<file path="src/rtl/load_store_unit.sv">
// rtl/load_store_unit.sv - RV32 load/store unit: sizes, aligns and lane-steers one memory access per start
module load_store_unit #(
  parameter int unsigned TIMEOUT = 255
) (
  input  logic        clk,
  input  logic        rstn,
  input  logic        start_load,
  input  logic        start_store,
  input  logic [2:0]  funct3,
  input  logic [31:0] addr,
  input  logic [31:0] wdata,
  output logic        mem_req,
  output logic        mem_we,
  output logic [31:0] mem_addr,
  output logic [3:0]  mem_be,
  output logic [31:0] mem_wdata,
  input  logic        mem_ready,
  input  logic [31:0] mem_rdata,
  output logic        busy,
  output logic        done,
  output logic        err,
  output logic [31:0] rdata
);

  typedef enum logic [1:0] {IDLE, REQ, DONE, ERR} state_t;

  localparam logic [7:0] CNT_LAST = 8'(TIMEOUT - 1);

  state_t      state_q, state_d;
  logic [7:0]  cnt_q, cnt_d;
  logic        store_q, store_d;
  logic [1:0]  size_q, size_d;
  logic        uns_q, uns_d;
  logic [1:0]  lane_q, lane_d;
  logic [31:0] addr_q, addr_d;
  logic [3:0]  be_q, be_d;
  logic [31:0] wdata_q, wdata_d;
  logic [31:0] rdata_q, rdata_d;
  logic        mem_req_q, mem_req_d;
  logic        mem_we_q, mem_we_d;
  logic        busy_q, busy_d;
  logic        done_q, done_d;
  logic        err_q, err_d;

  logic        go, illegal, misal;
  logic [1:0]  size_in;
  logic [3:0]  be_in;
  logic [31:0] wdata_in;
  logic [31:0] byte_sh, half_sh, load_val;

  // Decode of the incoming request; store wins when both starts are high.
  always_comb begin
    go      = start_store | start_load;
    size_in = funct3[1:0];
    illegal = start_store ? (funct3 >= 3'd3)
                          : (funct3 == 3'd3 || funct3 >= 3'd6);
    misal   = (size_in == 2'd1 && addr[0]) ||
              (size_in == 2'd2 && addr[1:0] != 2'b00);
    case (size_in)
      2'd0:    be_in = 4'b0001 << addr[1:0];
      2'd1:    be_in = addr[1] ? 4'b1100 : 4'b0011;
      default: be_in = 4'b1111;
    endcase
    case (size_in)
      2'd0:    wdata_in = {4{wdata[7:0]}};
      2'd1:    wdata_in = {2{wdata[15:0]}};
      default: wdata_in = wdata;
    endcase
  end

  always_comb begin
    byte_sh = mem_rdata >> {lane_q, 3'b000};
    half_sh = lane_q[1] ? (mem_rdata >> 16) : mem_rdata;
    case (size_q)
      2'd0:    load_val = uns_q ? {24'd0, byte_sh[7:0]}
                                : {{24{byte_sh[7]}}, byte_sh[7:0]};
      2'd1:    load_val = uns_q ? {16'd0, half_sh[15:0]}
                                : {{16{half_sh[15]}}, half_sh[15:0]};
      default: load_val = mem_rdata;
    endcase
  end

  always_comb begin
    state_d = state_q;
    cnt_d   = cnt_q;
    store_d = store_q;
    size_d  = size_q;
    uns_d   = uns_q;
    lane_d  = lane_q;
    addr_d  = addr_q;
    be_d    = be_q;
    wdata_d = wdata_q;
    rdata_d = rdata_q;
    case (state_q)
      IDLE: begin
        if (go) begin
          if (illegal || misal) begin
            state_d = ERR;
          end else begin
            state_d = REQ;
            cnt_d   = 8'd0;
            store_d = start_store;
            size_d  = size_in;
            uns_d   = funct3[2];
            lane_d  = addr[1:0];
            addr_d  = {addr[31:2], 2'b00};
            be_d    = be_in;
            wdata_d = wdata_in;
          end
        end
      end
      REQ: begin
        if (mem_ready) begin
          state_d = DONE;
          if (!store_q) rdata_d = load_val;
        end else if (cnt_q == CNT_LAST) begin
          state_d = ERR;
        end else begin
          cnt_d = cnt_q + 8'd1;
        end
      end
      default: state_d = IDLE;
    endcase
    // Handshake outputs are decoded from the next state so they leave a flop.
    mem_req_d = (state_d == REQ);
    mem_we_d  = (state_d == REQ) && store_d;
    busy_d    = (state_d != IDLE);
    done_d    = (state_d == DONE) || (state_d == ERR);
    err_d     = (state_d == ERR);
  end

  always_ff @(posedge clk or negedge rstn) begin
    if (!rstn) begin
      state_q   <= IDLE;
      cnt_q     <= 8'd0;
      store_q   <= 1'b0;
      size_q    <= 2'd0;
      uns_q     <= 1'b0;
      lane_q    <= 2'd0;
      addr_q    <= 32'd0;
      be_q      <= 4'd0;
      wdata_q   <= 32'd0;
      rdata_q   <= 32'd0;
      mem_req_q <= 1'b0;
      mem_we_q  <= 1'b0;
      busy_q    <= 1'b0;
      done_q    <= 1'b0;
      err_q     <= 1'b0;
    end else begin
      state_q   <= state_d;
      cnt_q     <= cnt_d;
      store_q   <= store_d;
      size_q    <= size_d;
      uns_q     <= uns_d;
      lane_q    <= lane_d;
      addr_q    <= addr_d;
      be_q      <= be_d;
      wdata_q   <= wdata_d;
      rdata_q   <= rdata_d;
      mem_req_q <= mem_req_d;
      mem_we_q  <= mem_we_d;
      busy_q    <= busy_d;
      done_q    <= done_d;
      err_q     <= err_d;
    end
  end

  assign mem_req   = mem_req_q;
  assign mem_we    = mem_we_q;
  assign mem_addr  = addr_q;
  assign mem_be    = be_q;
  assign mem_wdata = wdata_q;
  assign busy      = busy_q;
  assign done      = done_q;
  assign err       = err_q;
  assign rdata     = rdata_q;

endmodule
</file>
<file path="config.mk">
export PLATFORM = sky130hd
export DESIGN_NAME = load_store_unit
export DESIGN_NICKNAME = d
export VERILOG_FILES = /design/src/rtl/load_store_unit.sv
export SDC_FILE = /design/constraint.sdc
export NUM_CORES = 1
export LEC_CHECK = 0
export ABC_AREA = 1
export CORE_MARGIN = 10
export CORE_UTILIZATION = 49
export DETAILED_ROUTE_END_ITERATION = 7
export PLACE_DENSITY_LB_ADDON = 0.08
export RECOVER_POWER = 100
export SYNTH_ARGS = -nofsm -noshare
export SYNTH_HDL_FRONTEND = slang
export SYNTH_SLANG_ARGS = --single-unit
export TNS_END_PERCENT = 10
</file>
<file path="constraint.sdc">
create_clock -name clk -period 3.9 [get_ports clk]
set_input_delay 0.39 -clock clk [delete_from_list [all_inputs] [get_ports clk]]
set_output_delay 0.39 -clock clk [all_outputs]
set_load 0.05 [all_outputs]
</file>
==> results.tsv <==
stage	metric	value	unit
status	status	finished with violations	
status	violated checks	max-capacitance violations, max-slew violations	
clock_tree	# H-tree levels	4	
layout	fin cells	1070	
critical_path	Critical Path Start	done	
layout	Final #Nets	1020	
die	# rows	39	
sta	Final Slew Violations	117	
power_and_ir_drop	Psw	3.861	mW
clock_tree	clock buffer depth	2	
logic_synthesis	Synth Cell Area	5725	um^2
power_and_ir_drop	Flop pwr share	0.262	
sta	final setup vio count	0	
critical_path	worst endpoint required time	4.19	ns
critical_path	nature of the critical path endpoint	flop	
placed_design	placed wire-length estimate	12980	um
critical_path	crit path DAT	3.37	ns
die	floorplan core area	11420	um^2
layout	antenna fix cells	0	
global_routing	vias in the first global route	5674	
sta	Fmax achieved	325.6	MHz
route	routed len/inst	16.95	um
logic_synthesis	Ys Warns	0	
clock_tree	CTS tree	built	
power_and_ir_drop	Leakage	4.124	nW
die	I/O pin cnt	209	
logic_synthesis	Gate Count Post-Synth	720	
power_and_ir_drop	power share of the clock group	0.223	
die	die area	16410	um^2
layout	most common cell after layout, fill and taps aside	nand2_1	
global_routing	GRT Total Usage	0.2172	
logic_synthesis	Synth cell types	34	
clock_tree	cts bufs inserted	17	
critical_path	R2R Path Start	done	
route	Post-Route WL	18130	um
die	chip width	128.1	um
layout	most frequent cells in the layout	nand2_1, dfrtp_1, dlygate4sd3_1, clkdlybuf4s50_1, a21oi_1	
min_path	HP Class	input port to asynchronous set/reset pin	
sta	unrepaired setup endpoints after global routing	false	
sta	fin crit share	0.7876	
layout	fraction of layout instances using a drive strength above 1	0.07335	
logic_synthesis	Seq cells post-synth	118	
clock_tree	post_cts resized	0	
power_and_ir_drop	combinational power share	0.515	
logic_synthesis	synth top area cells	dfrtp_1, nand2_1, a21oi_1, o21ai_0, nor2_1	
global_routing	global-route wire length before repair	28710	um
die	chip height	128.1	um
critical_path	CP delay by family, top	simple AND/OR/NAND/NOR gates	
logic_synthesis	Mean Syn Cell Area	7.952	um^2
critical_path	max incr delay on CP	0.94	ns
die	Initial Utilization	0.5014	
critical_path	startpoint types	flop	
global_routing	largest net degree at the start of global routing	75	
clock_tree	total clock sinks	118	
placed_design	PortBufs	206	
power_and_ir_drop	Pwr Density	956.5	nW/um^2
clock_tree	root buffer cell	clkbuf_16	
clock_tree	CTS Hold Buffers Added	1	
run	max-cap viol count	2	
sta	TNS Setup	0	ns
placed_design	GPL Wtd Cong	0.8963	
sta	Hold Fails Final Rpt	0	
global_routing	grt ovf	0	
sta	fin crit period	3.072	ns
clock_tree	CTS clk-pin slew, worst paths	0.05	ns
critical_path	crit path kind	flop to flop	
logic_synthesis	cell taking the most area after synthesis	dfrtp_1	
power_and_ir_drop	Power Total	8.040	mW
sta	relative slew slack	-0.4589	
critical_path	Worst Path Buf+Inv	2	
placed_design	Post-Place Cells	1037	
global_routing	initial antenna violation count	0	
route	routed vias/inst	5.225	
layout	Synth-to-Final Area Change	46.81	%
route	post-route DRC violation count	0	
route	Vias	5591	
route	Initial DRC Count	616	
clock_tree	post-CTS setup buffer count	0	
route	post-route ant nets	0	
power_and_ir_drop	internal power	4.179	mW
critical_path	CP cell instances	nor2_1 > nand3_1 > inv_2 > nand4_1 > o21ai_0 > inv_1	
critical_path	Slowest-stage cell, CP	nand3_1	
route	DR pass1 iterations	5	
sta	Slew @ Worst Pin	2.188	ns
power_and_ir_drop	maximum vdd drop	0.7471	mV
sta	Layout Skew	0.005229	ns
logic_synthesis	sequential-to-total area share from yosys stat	0.5157	
power_and_ir_drop	switching fraction of total power	0.4802	
clock_tree	worst-skew pair later-pin latency	0.41	ns
critical_path	CP max FO	33	
logic_synthesis	top-area cell type share of the netlist area	0.5157	
## layout make-up
type / instances / area (um^2)
clock buffers: 23 / 478.0
clock inverters: 9 / 195.2
fillers: 863 / 3013
inverters: 40 / 152.6
multi-input cells: 525 / 2354
flip-flops and latches: 118 / 2953
well taps: 143 / 178.9
repair buffers: 212 / 2095
## synth_stat cells (all sizes together)
cell / count
a21oi: 62
and2: 1
nand2: 310
nand4: 7
o211ai: 8
nor3: 2
clkinv: 1
or2: 9
buf: 25
nand3b: 1
xnor2: 1
o21ai: 49
ha: 2
nand3: 24
conb: 1
a211oi: 2
nor2: 43
xor2: 2
inv: 39
dfrtp: 118
clkbuf: 13
## worst paths after layout
| kind | end | slack [ns] | cells after the start |
|---|---|---|---|
| max | rdata[2] | 0.83 | 6 |
| min | rdata[26] | 0.34 | 2 |
| max reg2reg | rdata[2] | 0.83 | 6 |
| min reg2reg | rdata[12] | 0.47 | 2 |
| max in group asynchronous | mem_wdata[28] | 1.23 | 3 |
| min in group clk | rdata[12] | 0.47 | 2 |
## cells by family after synthesis
kind of cell / count (synthesis) / share of synthesized area
compound gates: 121 / 0.1206
fa+ha+maj: 2 / 0.004370
buf+inv: 78 / 0.06797
simple gates: 397 / 0.2861
xor+xnor: 3 / 0.004590
other cells: 1 / 0.0006550
flops: 118 / 0.5157
## per-stage QoR
step / setup WS, ns / utilization / area (um^2) / hold WS, ns
2_1_floorplan: 2.268 / - / 5729 / 0.09441
3_3_place_gp: 1.067 / 0.6810 / 7776 / 0.1896
3_5_place_dp: 0.9730 / 0.6810 / 7776 / 0.1915
4_1_cts: 1.380 / 0.7409 / 8459 / 0.2957
5_1_grt: 0.5770 / 0.7361 / 8406 / 0.3651
6_report: 0.8283 / 0.7361 / 8406 / 0.3403
## power by group through the flow
stage | Sequential, mW | Combinational, mW | Clock [mW]
2_1_floorplan | 3.82 | 1.16 | 0
3_3_place_gp | 2.11 | 4.29 | 0
3_5_place_dp | 2.13 | 4.35 | 0
4_1_cts | 2.13 | 4.38 | 1.81
5_1_grt | 2.16 | 4.41 | 1.86
6_report | 2.11 | 4.14 | 1.79
## sequential cells by signal (all words and copies together) (netlist names)
name / cells
store_q: 1
size_q: 2
busy: 1
rdata: 32
uns_q: 1
cnt_q: 8
mem_be: 4
lane_q: 2
mem_we: 1
mem_addr: 30
err: 1
mem_req: 1
state_q: 1
done: 1
mem_wdata: 32
## routing by layer
layer  global-route usage  part of all wire  routed length (um)
met1               0.2482              0.39                7000
met2               0.3572              0.49                8910
met3              0.08809              0.10                1822
met4              0.08212             0.022                 400
met5                    0                 0                   0
No activity file was read; power rests on OpenSTA's default activity.
